==> src/rtl/tinyalu_pkg.sv <==
// Shared TinyALU definitions: opcode encoding, driver FSM states and the illegal-opcode check.
package tinyalu_pkg;

    localparam int OP_W = 3;

    typedef enum logic [OP_W-1:0] {
        NO_OP  = 3'b000,
        ADD_OP = 3'b001,
        AND_OP = 3'b010,
        XOR_OP = 3'b011,
        MUL_OP = 3'b100,
        RST_OP = 3'b111
    } operation_t;

    typedef enum logic [1:0] {
        IDLE,
        ISSUE,
        NOP,
        RST
    } state_t;

    // 101 and 110 are unassigned and get dropped by the driver.
    function automatic logic op_is_illegal(input logic [OP_W-1:0] op);
        return (op == 3'b101) || (op == 3'b110);
    endfunction

endpackage

==> src/rtl/alu_cmd_fifo.sv <==
// Command FIFO for alu_cmd_driver: stores {op, b, a} entries, reports full/empty.
module alu_cmd_fifo
    import tinyalu_pkg::*;
#(
    parameter int WIDTH = 8,
    parameter int DEPTH = 4
) (
    input  logic                    clk,
    input  logic                    reset_n,
    input  logic                    push,
    input  logic [2*WIDTH+OP_W-1:0] wr_data,
    input  logic                    pop,
    output logic [2*WIDTH+OP_W-1:0] rd_data,
    output logic                    full,
    output logic                    empty
);

    localparam int ENTRY_W = 2*WIDTH + OP_W;
    localparam int PTR_W   = $clog2(DEPTH);

    logic [ENTRY_W-1:0] mem [DEPTH];
    logic [PTR_W-1:0]   wr_ptr;
    logic [PTR_W-1:0]   rd_ptr;
    logic [PTR_W:0]     count;
    logic               do_push;
    logic               do_pop;

    assign full    = (count == (PTR_W+1)'(DEPTH));
    assign empty   = (count == '0);
    assign do_push = push && !full;
    assign do_pop  = pop && !empty;
    assign rd_data = mem[rd_ptr];

    // DEPTH is a power of two, so the pointers wrap naturally.
    always_ff @(posedge clk or negedge reset_n) begin
        if (!reset_n) begin
            wr_ptr <= '0;
            rd_ptr <= '0;
            count  <= '0;
        end else begin
            if (do_push) wr_ptr <= wr_ptr + 1'b1;
            if (do_pop)  rd_ptr <= rd_ptr + 1'b1;
            case ({do_push, do_pop})
                2'b10:   count <= count + 1'b1;
                2'b01:   count <= count - 1'b1;
                default: count <= count;
            endcase
        end
    end

    always_ff @(posedge clk) begin
        if (do_push) mem[wr_ptr] <= wr_data;
    end

endmodule

==> src/rtl/alu_cmd_driver.sv <==
// TinyALU command driver: queues commands and issues them over the start/done handshake.
// Optional statistics counters are enabled by defining ALU_CMD_DRIVER_STATS_EN.
module alu_cmd_driver
    import tinyalu_pkg::*;
#(
    parameter int WIDTH      = 8,
    parameter int DEPTH      = 4,
    parameter int TIMEOUT    = 16,
    parameter int RST_CYCLES = 2
) (
    input  logic               clk,
    input  logic               reset_n,
    input  logic               cmd_valid,
    output logic               cmd_ready,
    input  logic [WIDTH-1:0]   cmd_a,
    input  logic [WIDTH-1:0]   cmd_b,
    input  logic [2:0]         cmd_op,
    output logic [WIDTH-1:0]   alu_a,
    output logic [WIDTH-1:0]   alu_b,
    output logic [2:0]         alu_op,
    output logic               alu_start,
    input  logic               alu_done,
    input  logic [2*WIDTH-1:0] alu_result,
    output logic               alu_reset_n,
    output logic               rsp_valid,
    output logic [2*WIDTH-1:0] rsp_result,
    output logic [2:0]         rsp_op,
    output logic               err_timeout,
    output logic               busy
`ifdef ALU_CMD_DRIVER_STATS_EN
    ,
    output logic [31:0]        stat_issued,
    output logic [31:0]        stat_done,
    output logic [15:0]        stat_timeout
`endif
);

    localparam int ENTRY_W = 2*WIDTH + OP_W;
    localparam int CNT_MAX = (TIMEOUT > RST_CYCLES) ? TIMEOUT : RST_CYCLES;
    localparam int CNT_W   = $clog2(CNT_MAX) + 1;

    state_t             state_q;
    state_t             state_nxt;
    logic [CNT_W-1:0]   cnt_q;
    logic [ENTRY_W-1:0] head;
    logic [OP_W-1:0]    head_op;
    logic               fifo_full;
    logic               fifo_empty;
    logic               pop;
    logic               load;
    logic               cap;
    logic               tmo;
    logic               alu_rst_rel_q;

    alu_cmd_fifo #(
        .WIDTH (WIDTH),
        .DEPTH (DEPTH)
    ) u_fifo (
        .clk     (clk),
        .reset_n (reset_n),
        .push    (cmd_valid),
        .wr_data ({cmd_op, cmd_b, cmd_a}),
        .pop     (pop),
        .rd_data (head),
        .full    (fifo_full),
        .empty   (fifo_empty)
    );

    assign head_op     = head[ENTRY_W-1 -: OP_W];
    assign cmd_ready   = !fifo_full;
    assign busy        = (state_q != IDLE) || !fifo_empty;
    assign alu_start   = (state_q == ISSUE) || (state_q == NOP);
    assign alu_reset_n = alu_rst_rel_q && (state_q != RST);

    always_comb begin
        state_nxt = state_q;
        pop       = 1'b0;
        load      = 1'b0;
        cap       = 1'b0;
        tmo       = 1'b0;
        case (state_q)
            IDLE: begin
                if (!fifo_empty) begin
                    pop = 1'b1;
                    if (!op_is_illegal(head_op)) begin
                        load = 1'b1;
                        case (head_op)
                            NO_OP:   state_nxt = NOP;
                            RST_OP:  state_nxt = RST;
                            default: state_nxt = ISSUE;
                        endcase
                    end
                end
            end
            ISSUE: begin
                // A done arriving on the last allowed cycle still counts as a response.
                if (alu_done) begin
                    cap       = 1'b1;
                    state_nxt = IDLE;
                end else if (cnt_q == CNT_W'(TIMEOUT - 1)) begin
                    tmo       = 1'b1;
                    state_nxt = IDLE;
                end
            end
            NOP: state_nxt = IDLE;
            RST: begin
                if (cnt_q == CNT_W'(RST_CYCLES - 1)) state_nxt = IDLE;
            end
            default: state_nxt = IDLE;
        endcase
    end

    // The wait counter sits at zero in IDLE so every operation starts its count fresh.
    always_ff @(posedge clk or negedge reset_n) begin
        if (!reset_n) begin
            state_q       <= IDLE;
            cnt_q         <= '0;
            alu_rst_rel_q <= 1'b0;
        end else begin
            state_q       <= state_nxt;
            alu_rst_rel_q <= 1'b1;
            if (state_q == IDLE) cnt_q <= '0;
            else                 cnt_q <= cnt_q + 1'b1;
        end
    end

    always_ff @(posedge clk or negedge reset_n) begin
        if (!reset_n) begin
            alu_a       <= '0;
            alu_b       <= '0;
            alu_op      <= '0;
            rsp_valid   <= 1'b0;
            rsp_result  <= '0;
            rsp_op      <= '0;
            err_timeout <= 1'b0;
        end else begin
            rsp_valid   <= cap;
            err_timeout <= tmo;
            if (load) begin
                alu_a  <= head[WIDTH-1:0];
                alu_b  <= head[2*WIDTH-1:WIDTH];
                alu_op <= head_op;
            end
            if (cap) begin
                rsp_result <= alu_result;
                rsp_op     <= alu_op;
            end
        end
    end

`ifdef ALU_CMD_DRIVER_STATS_EN
    always_ff @(posedge clk or negedge reset_n) begin
        if (!reset_n) begin
            stat_issued  <= '0;
            stat_done    <= '0;
            stat_timeout <= '0;
        end else begin
            if (load && (stat_issued != '1))  stat_issued  <= stat_issued + 1'b1;
            if (cap && (stat_done != '1))     stat_done    <= stat_done + 1'b1;
            if (tmo && (stat_timeout != '1))  stat_timeout <= stat_timeout + 1'b1;
        end
    end
`endif

endmodule

==> config.mk <==
export PLATFORM = sky130hd
export DESIGN_NAME = alu_cmd_driver
export DESIGN_NICKNAME = d
export VERILOG_FILES = /design/src/rtl/tinyalu_pkg.sv /design/src/rtl/alu_cmd_fifo.sv /design/src/rtl/alu_cmd_driver.sv
export SDC_FILE = /design/constraint.sdc
export NUM_CORES = 1
export LEC_CHECK = 0
export BUFFER_PORTS_ARGS = -buffer_cell sky130_fd_sc_hd__buf_2
export CORE_UTILIZATION = 44
export CTS_CLUSTER_DIAMETER = 50
export DETAILED_ROUTE_END_ITERATION = 16
export GPL_ROUTABILITY_DRIVEN = 1
export PLACE_DENSITY = 0.73
export SETUP_SLACK_MARGIN = 0.02
export SYNTH_ARGS = -nofsm -noshare
export SYNTH_HDL_FRONTEND = slang
export SYNTH_HIERARCHICAL = 1
export SYNTH_SLANG_ARGS = --single-unit
==> constraint.sdc <==
create_clock -name clk -period 5.85 [get_ports clk]
set_input_delay 0.8775 -clock clk [delete_from_list [all_inputs] [get_ports clk]]
set_output_delay 0.8775 -clock clk [all_outputs]
set_load 0.01 [all_outputs]
==> results of run 1 <==
-- path summary, 6_finish.rpt --
check,slack (ns),end,depth (start not counted)
setup / recovery,3.09,alu_b[1],4
hold / removal,0.49,alu_a[2],1
setup reg to reg,3.09,alu_b[1],4
hold reg to reg,0.49,alu_a[2],1
max in group asynchronous,4.74,rsp_result[12],2
min in group asynchronous,0.61,alu_a[2],2
-- synth_stat cells, drive strengths merged --
cell	n	area share
nor2	6	0.0044
nor2b	2	0.0039
nand2	3	0.0022
edfxtp	76	0.44
dfrtp	55	0.27
conb	1	0.00073
a21oi	1	0.0032
mux2	38	0.084
xor2	5	0.0085
buf	6	0.0095
nand3	1	0.00097
or4b	1	0.0020
nand2b	2	0.0024
and2	4	0.0059
a32oi	1	0.0017
fa	1	0.0039
mux2i	3	0.0059
clkbuf	2	0.0015
ha	12	0.029
o21ai	1	0.00097
nor3	2	0.0020
o22a	1	0.0017
xnor2	4	0.0068
mux4	19	0.083
inv	14	0.010
o31a	1	0.0020
and3	2	0.0027
o311ai	1	0.0017
nor3b	2	0.0051
-- final cells by class --
type                            count  area, um^2  share of cell area
Inverter                           14        52.6             0.00837
Tap cell                          143         179              0.0285
Multi-Input combinational cell    114        1360               0.217
Sequential cell                   131        3660               0.583
Clock buffer                       19         443              0.0705
Timing Repair Buffer               84         425              0.0678
Clock inverter                     13         159              0.0253
-- stage by stage --
stage / total power [uW] / setup WS, ns / instance area (um^2) / hold WS [ns]
after floorplan: 2230 / 3.60 / 5130 / 0.451
after CTS: 3640 / 3.03 / 6280 / 0.486
after detailed placement: 2570 / 3.05 / 5680 / 0.474
after global routing: 3800 / 2.95 / 6280 / 0.512
after global placement: 2510 / 3.15 / 5680 / 0.463
final: 3580 / 3.09 / 6280 / 0.485
-- per-layer routing --
layer / vias up / GRT usage / share of wire
met4: 0 / 0.0743 / 0.013
met1: 1316 / 0.180 / 0.42
met5: - / 0 / 0
met2: 82 / 0.278 / 0.51
li1: 1195 / - / -
met3: 9 / 0.0498 / 0.061
-- kinds of logic (layout without fill, tap and decap cells) --
kind of cell    count (synthesis)  in the layout  synth area share
compound gates                  6              6            0.0112
xor+xnor                        9              9            0.0154
fa+ha+maj                      13             13            0.0332
buf+inv                        22            130            0.0212
flops                         131            131             0.713
mux                            60             60             0.173
other cells                     1              1          0.000731
simple gates                   25             25            0.0315
-- power breakdown --
group / switching (uW) / internal, uW
logic: 536 / 543
clock network: 375 / 679
registers: 165 / 1290
-- sequential cells by signal, indices dropped and copies added (netlist names) --
name and count:
rsp_result 16, u_fifo/rd_ptr 2, u_fifo/mem 76, alu_rst_rel_q 1, state_q 2, err_timeout 1, u_fifo/wr_ptr 2, alu_a 8
rsp_valid 1, rsp_op 3, u_fifo/count 3, alu_b 8, alu_op 3, cnt_q 5
==> impl_metrics.ini, run 1 <==
[power]
vdd_drop_max_mv = 0.306
power.density_mw_per_mm2 = 571
p_leak_uw = 0.00255

[routing]
antenna_left = 0
totalWireLength_um = 8650
dr.pass1.iters = 4
routedWlPerCell_um = 16.7
drt_iter0_drc = 97
vias_per_cell = 5.02
remaining_drc_errors = 0
vias = 2602

[final_layout]
final_common_cell = buf_2
drive_above_1_share = 0.435
n_fill_cell = 880
antenna_cells = 0
finalNonFillerCells = 518
final_cell_mix = buf_2, edfxtp_1, dfrtp_1, mux2_2, mux4_2
utilization = 0.552
final_nets = 414
area_delta_synth_final_pct = 22.4

[clock_network]
clockRootBuffer = clkbuf_16
clock_path_buffers = 2
cts_resized = 0
cts_htree_levels = 4
postCtsSetupBuffers = 0
clkTransAtPathRegs_ns = 0.06
cts_tree = yes
clk-insertion-delay-late_ns = 0.41
cts_made_buffers = 17
holdBufCountCts = 0
cts_sinks = 131

[sta]
fin_setup_tns_ns = 0
grt_setup_unrepaired = false
finalHoldViolCount = 0
max_freq_mhz = 362
period_needed_ns = 2.76
fin_crit_sh = 0.473
drv_slew = 0
finalClockSkew_ns = 0.00658
worstMarginPinSlew_ns = 0.925
maxSlewHeadroom = 0.383
finalSetupViolCount = 0

[worst_setup_path]
slowest_stage = dfrtp_1
crit_required_ns = 6.14
start_kind = flip-flop
path_cells = mux4_2 -> xor2_1 -> a21oi_4 -> mux2_1
path_buf_inv = 0
timing.critical_path.from = u_fifo/rd_ptr[1]
crit_arrival_ns = 3.05
crit_path_end_kind = flip-flop
path_class = flip-flop to flip-flop
path_delay_family = flip-flops
cp_max_fo = 20
max_stage_delay_ns = 0.95
crit-reg2reg-launch = u_fifo/rd_ptr[1]

[global_route]
grt_pass1_vias = 2674
grt_overflow = 0
track_usage = 0.160
grt_pass1_wl_um = 13700
antenna_found_initial = 0
grt_max_degree = 56

[yosys]
ys_warn_count = 6
synth_cells = 267
netlist_area_mm2 = 0.00513
ys_seq_elements = 131
ys_seq_area_frac = 0.713
ys_types = 35
synth_fp_nets = 319
syn_area_per_cell_um2 = 19.2

[floorplanning]
die_x_um = 110
core.rowCount = 39
core_area_mm2 = 0.0114
die_h_um = 110
die_area_mm2 = 0.0121
io_pins = 83
start_util = 0.451

[flow_run]
cap_violations = 0

[outcome]
status = finished clean

[placement]
hpwlAfterDp_um = 5420
dp.cells = 486
port_buffers = 82
gp_congestion = 0.710

[hold_path]
hp-class = flip-flop to flip-flop
worstHoldStart = alu_a[2]
No activity file was read; power rests on OpenSTA's default activity.
==> inputs of run 2 (changes only) <==
==> constraint.sdc (replaced) <==
create_clock -name clk -period 2.8 [get_ports clk]
set_input_delay 0.42 -clock clk [delete_from_list [all_inputs] [get_ports clk]]
set_output_delay 0.42 -clock clk [all_outputs]
set_load 0.01 [all_outputs]
==> run 2 against run 1 <==
  * Worst setup slack got worse by 2.6 ns
  * Total power rose by 110%
  * Non-clock buffer count is 5 higher
  * Clock skew is 0.0017 ns higher
  * Clock power grew 100%
  * Critical path type unchanged
  * Global-route usage is 0.10 points higher
==> impl_metrics.ini, run 2 (same netlist as run 1, synthesis figures left out) <==
[outcome]
status = finished clean

[sta]
finalClockSkew_ns = 0.00828
grt_setup_unrepaired = false
fin_crit_sh = 0.844
holdWs_ns = 0.208
finalSetupViolCount = 0
max_freq_mhz = 423
period_needed_ns = 2.36
maxSlewHeadroom = 0.476
finalHoldViolCount = 0
fin_setup_tns_ns = 0
worstMarginPinSlew_ns = 0.784
drv_slew = 0

[worst_setup_path]
cp_max_fo = 8
cp_common_cell = inv_1
rrSetupSlack_ns = 0.44
crit_arrival_ns = 2.69
crit-reg2reg-launch = state_q[1]
path_buf_inv = 3
crit_required_ns = 3.13
max_stage_delay_ns = 0.37
start_kind = flip-flop
ff2ff_path_depth = 11
slowest_stage = dfrtp_1
rr_endpoint = u_fifo/count[2]
path_cells = inv_1 -> ha_1 -> nand2b_1 -> inv_1 -> o31a_2 -> ha_1 -> inv_1 -> fa_1 -> xor2_1 -> nor2_1 -> xor2_1
path_delay_family = adder cells
crit_path_end_kind = flip-flop
path_class = flip-flop to flip-flop

[global_route]
grt_overflow = 0
grt_pass1_vias = 2631
grt_max_degree = 26
track_usage = 0.161
antenna_found_initial = 0
grt_pass1_wl_um = 13600

[final_layout]
area_delta_synth_final_pct = 22.8
final_nets = 419
drive_above_1_share = 0.439
n_fill_cell = 879
top_regs = u_fifo/mem: 76 flops, rsp_result: 16 flops
final_common_cell = buf_2
finalNonFillerCells = 523
regMostFlops = u_fifo/mem
antenna_cells = 0
final_cell_mix = buf_2, edfxtp_1, dfrtp_1, mux2_2, mux4_2
finalInstanceArea_mm2 = 0.00630
largest_register_ffs = 76

[floorplanning]
die_h_um = 110
core.rowCount = 39
start_util = 0.451
die_x_um = 110
io_pins = 83
core_area_mm2 = 0.0114
die_area_mm2 = 0.0121

[placement]
dpl_cell_area_mm2 = 0.00571
hpwlAfterDp_um = 5810
port_buffers = 82
dp.cells = 490
gp_congestion = 0.698

[hold_path]
whs_endpoint = err_timeout
min_path_cells = 2
worstHoldStart = alu_done
hp-class = input pin to flip-flop

[clock_network]
clkTransAtPathRegs_ns = 0.06
clk-insertion-delay-late_ns = 0.41
cts_sinks = 131
cts_tree = yes
cts_resized = 0
clockRootBuffer = clkbuf_16
clock_path_buffers = 2
cts_htree_levels = 4
cts_made_buffers = 17

[power]
switchingPower_uw = 2280
p_leak_uw = 0.00256
swShare = 0.306
pwr-share-seq = 0.403
cellInternalPower_uw = 5170
power.density_mw_per_mm2 = 1180
combPwrFrac = 0.312
p_clk_frac = 0.286
vdd_drop_max_mv = 0.602

[routing]
vias = 2573
drt_iter0_drc = 131
routedWlPerCell_um = 16.6
antenna_left = 0
dr.pass1.iters = 6
totalWireLength_um = 8660
vias_per_cell = 4.92
remaining_drc_errors = 0

[flow_run]
cap_violations = 0
==> run 2: worst max path at each step <==
stage                                 from         endpoint  slack, ns  cells after the start
after floorplan           u_fifo/rd_ptr[0]         alu_a[0]       0.55                      6
after global placement          state_q[0]  u_fifo/count[2]       0.52                     11
after detailed placement        state_q[1]  u_fifo/count[2]       0.45                     11
after CTS                       state_q[1]  u_fifo/count[2]       0.43                     11
after global routing            state_q[0]  u_fifo/count[2]       0.29                     11
final                           state_q[1]  u_fifo/count[2]       0.44                     11
==> run 2: stage by stage <==
stage	power (uW)	setup WS, ns	utilization
5_1_grt	7930	0.291	0.554
3_3_place_gp	5300	0.518	0.502
6_report	7460	0.437	0.554
2_1_floorplan	4660	0.554	-
4_1_cts	7570	0.429	0.554
3_5_place_dp	5420	0.448	0.502
==> run 2: layout make-up <==
| type | instances | area, um^2 | share of cell area |
|---|---|---|---|
| Clock buffer | 18 | 429 | 0.0681 |
| Clock inverter | 14 | 153 | 0.0242 |
| Inverter | 14 | 52.6 | 0.00834 |
| Multi-Input combinational cell | 114 | 1360 | 0.216 |
| Sequential cell | 131 | 3660 | 0.581 |
| Tap cell | 143 | 179 | 0.0284 |
| Timing Repair Buffer | 89 | 465 | 0.0739 |
==> run 2: timing repair <==
item | in CTS | in global routing
setup endpoints to repair | 0 | 0
hold buffers | 1 | 0
buffers inserted | 0 | 0
hold endpoints to repair | 16 | 0
==> run 2: power by group through the flow <==
stage          Combinational [uW]  Sequential (uW)  Clock, uW
2_1_floorplan                1580             3090          0
3_3_place_gp                 2290             3010          0
3_5_place_dp                 2370             3050          0
4_1_cts                      2380             3020       2180
5_1_grt                      2570             3080       2270
6_report                     2320             3000       2130
==> run 2: per-layer routing <==
metal | GRT usage | vias up | wire [um]
met4 | 0.0714 | 0 | 107
met2 | 0.275 | 74 | 4510
li1 | - | 1203 | -
met1 | 0.182 | 1288 | 3590
met3 | 0.0575 | 8 | 452
met5 | 0 | - | 0
==> inputs of run 3 (changes only) <==
--- a/config.mk
+++ b/config.mk
@@ -5,12 +5,13 @@
 export SDC_FILE = /design/constraint.sdc
 export NUM_CORES = 1
 export LEC_CHECK = 0
+export ABC_AREA = 1
 export BUFFER_PORTS_ARGS = -buffer_cell sky130_fd_sc_hd__buf_2
 export CORE_UTILIZATION = 44
 export CTS_CLUSTER_DIAMETER = 50
 export DETAILED_ROUTE_END_ITERATION = 16
 export GPL_ROUTABILITY_DRIVEN = 1
-export PLACE_DENSITY = 0.73
+export PLACE_DENSITY = 0.75
 export SETUP_SLACK_MARGIN = 0.02
 export SYNTH_ARGS = -nofsm -noshare
 export SYNTH_HDL_FRONTEND = slang
==> constraint.sdc (replaced) <==
create_clock -name clk -period 2.05 [get_ports clk]
set_input_delay 0.3075 -clock clk [delete_from_list [all_inputs] [get_ports clk]]
set_output_delay 0.3075 -clock clk [all_outputs]
set_load 0.01 [all_outputs]
==> run 3 against run 2 <==
  * Sequential share of layout area down 4.9 points
  * Total power up 49%
  * Clock skew down 0.0015 ns
==> impl_metrics.ini, run 3 <==
[outcome]
status = finished clean

[global_route]
grt_overflow = 0
track_usage = 0.180
grt_pass1_wl_um = 18100
grt_pass1_vias = 3821
antenna_found_initial = 0
grt_max_degree = 55

[placement]
hpwlAfterDp_um = 7610
port_buffers = 82
gp_congestion = 0.748
dpl_cell_area_mm2 = 0.00623

[routing]
totalWireLength_um = 10900
remaining_drc_errors = 0
vias = 3801
routedWlPerCell_um = 13.7
drt_iter0_drc = 118
antenna_left = 0
dr.pass1.iters = 4
vias_per_cell = 4.78

[sta]
finalClockSkew_ns = 0.00682
drv_slew = 0
fin_setup_tns_ns = 0
fin_crit_sh = 0.926
grt_setup_unrepaired = false
max_freq_mhz = 527
maxSlewHeadroom = 0.582
period_needed_ns = 1.90
finalHoldViolCount = 0
finalSetupViolCount = 0
worstMarginPinSlew_ns = 0.628

[power]
pwr-share-seq = 0.362
power_uw = 11100
swShare = 0.366
combPwrFrac = 0.376
p_leak_uw = 0.00329
p_clk_frac = 0.262
cellInternalPower_uw = 7020
vdd_drop_max_mv = 0.703
switchingPower_uw = 4050
power.density_mw_per_mm2 = 1610

[clock_network]
clk-insertion-delay-late_ns = 0.40
clockRootBuffer = clkbuf_16
cts_sinks = 131
clkTransAtPathRegs_ns = 0.06
clock_path_buffers = 2
cts_made_buffers = 17
cts_htree_levels = 4
cts_tree = yes

[final_layout]
largest_register_ffs = 76
area_delta_synth_final_pct = 22.4
regMostFlops = u_fifo/mem
utilization = 0.563
drive_above_1_share = 0.263
top_regs = u_fifo/mem: 76 flops, rsp_result: 16 flops
antenna_cells = 0
final_common_cell = nand2_1
final_cell_mix = nand2_1, buf_2, edfxtp_1, inv_1, dfrtp_1
finalInstanceArea_mm2 = 0.00687
final_nets = 667

[floorplanning]
die_h_um = 115
io_pins = 83
die_area_mm2 = 0.0132
core.rowCount = 40
die_x_um = 115
start_util = 0.460
core_area_mm2 = 0.0122

[yosys]
syn_area_per_cell_um2 = 10.9
ys_seq_area_frac = 0.651
ys_seq_elements = 131
synth_fp_nets = 566
synthArstFlopShare = 0.420
synth_top_area_frac = 0.406
synthTopCellsByArea = edfxtp_1, dfrtp_1, nand2_1
yosysMostFrequentCell = nand2_1
ys_warn_count = 6
ys_top_cells_by_count = nand2_1, edfxtp_1, inv_1
ys_types = 28
yosys.area.top_type = edfxtp_1
synthFlopType = edfxtp_1
netlist_area_mm2 = 0.00562
synth_cells = 514
synth_edf_count = 76

[flow_run]
cap_violations = 0

[hold_path]
min_path_cells = 3
hp-class = input pin to flip-flop

[worst_setup_path]
ff2ff_path_depth = 13
start_kind = flip-flop
crit_required_ns = 2.33
crit_arrival_ns = 2.18
crit_path_end_kind = flip-flop
path_class = flip-flop to flip-flop
cp_max_fo = 5
## run 3: cell types whose count changed after synthesis, sizes merged, moves of 5 or more
cell / previous run / this run
nor2: 6 / 15
mux2: 38 / 0
inv: 14 / 70
xor2: 5 / 0
buf: 6 / 19
nand2: 3 / 182
mux4: 19 / 0
nand3: 1 / 30
o211ai: 0 / 38
## run 3: worst max-delay path: stages, from the launching register on
cell	delay, ns
dfrtp_1	0.40
inv_2	0.10
ha_4	0.16
inv_2	0.06
nor2_4	0.13
nand2_4	0.07
inv_2	0.06
ha_4	0.12
inv_2	0.04
fa_2	0.33
nand2_1	0.09
nand3_1	0.09
nand2_1	0.08
nand2_1	0.06
## run 3: repair_timing
item,CTS,global route
hold buffers,1,0
setup endpoints to repair,0,21
gates resized for setup,0,4
hold endpoints to repair,27,0
setup buffers,0,5
## run 3: layer usage
| metal | global-route usage | share of wire | vias to the layer above |
|---|---|---|---|
| met4 | 0.0719 | 0.010 | 0 |
| met5 | 0 | 0 | - |
| met2 | 0.309 | 0.50 | 106 |
| li1 | - | - | 1881 |
| met1 | 0.216 | 0.43 | 1806 |
| met3 | 0.0511 | 0.061 | 8 |
## run 3: cells by family (layout without fill, tap and decap cells)
family	Yosys count	in the layout	synth area share
adder cells (fa/ha/maj)	13	13	0.0303
flip-flops	131	131	0.651
buffers and inverters	91	205	0.0728
other	1	1	0.000668
AND/OR/NAND/NOR	229	229	0.164
XOR/XNOR	1	1	0.00156
AO/OA/AOI/OAI	48	48	0.0791
## run 3: power groups by stage
stage / logic (uW) / clock network, uW / registers [uW]
after floorplan: 2830 / 0 / 4160
after global routing: 4730 / 3070 / 4080
after global placement: 3890 / 0 / 4020
final: 4160 / 2900 / 4010
after CTS: 4090 / 2960 / 4020
after detailed placement: 4070 / 0 / 4050
## run 3: cell type report
type                       count  area, um^2
multi-input combinational    292        1600
sequential                   131        3660
clock inverter                12         139
clock buffer                  20         437
fill                        1014        5340
timing repair buffer         103         571
inverter                      70         263
tap                          168         210
## run 3: final timing paths
path | end | slack, ns | startpoint
min in group asynchronous | rsp_result[4] | 0.48 | reset_n
worst min register to register | alu_b[4] | 0.47 | alu_b[4]
max in group asynchronous | cnt_q[2] | 0.94 | reset_n
worst max register to register | u_fifo/count[2] | 0.15 | state_q[1]
worst min-delay path | rsp_result[14] | 0.11 | alu_result[14]
worst max-delay path | u_fifo/count[2] | 0.15 | state_q[1]
## run 3: per-stage QoR
| stage | hold WS, ns | instances | worst slack, ns |
|---|---|---|---|
| after floorplan | 0.0119 | 514 | 0.0248 |
| after global placement | 0.359 | 758 | 0.206 |
| after detailed placement | 0.369 | 758 | 0.125 |
| after CTS | 0.0921 | 791 | 0.107 |
| after global routing | 0.101 | 796 | 0.0232 |
| final | 0.105 | 796 | 0.152 |
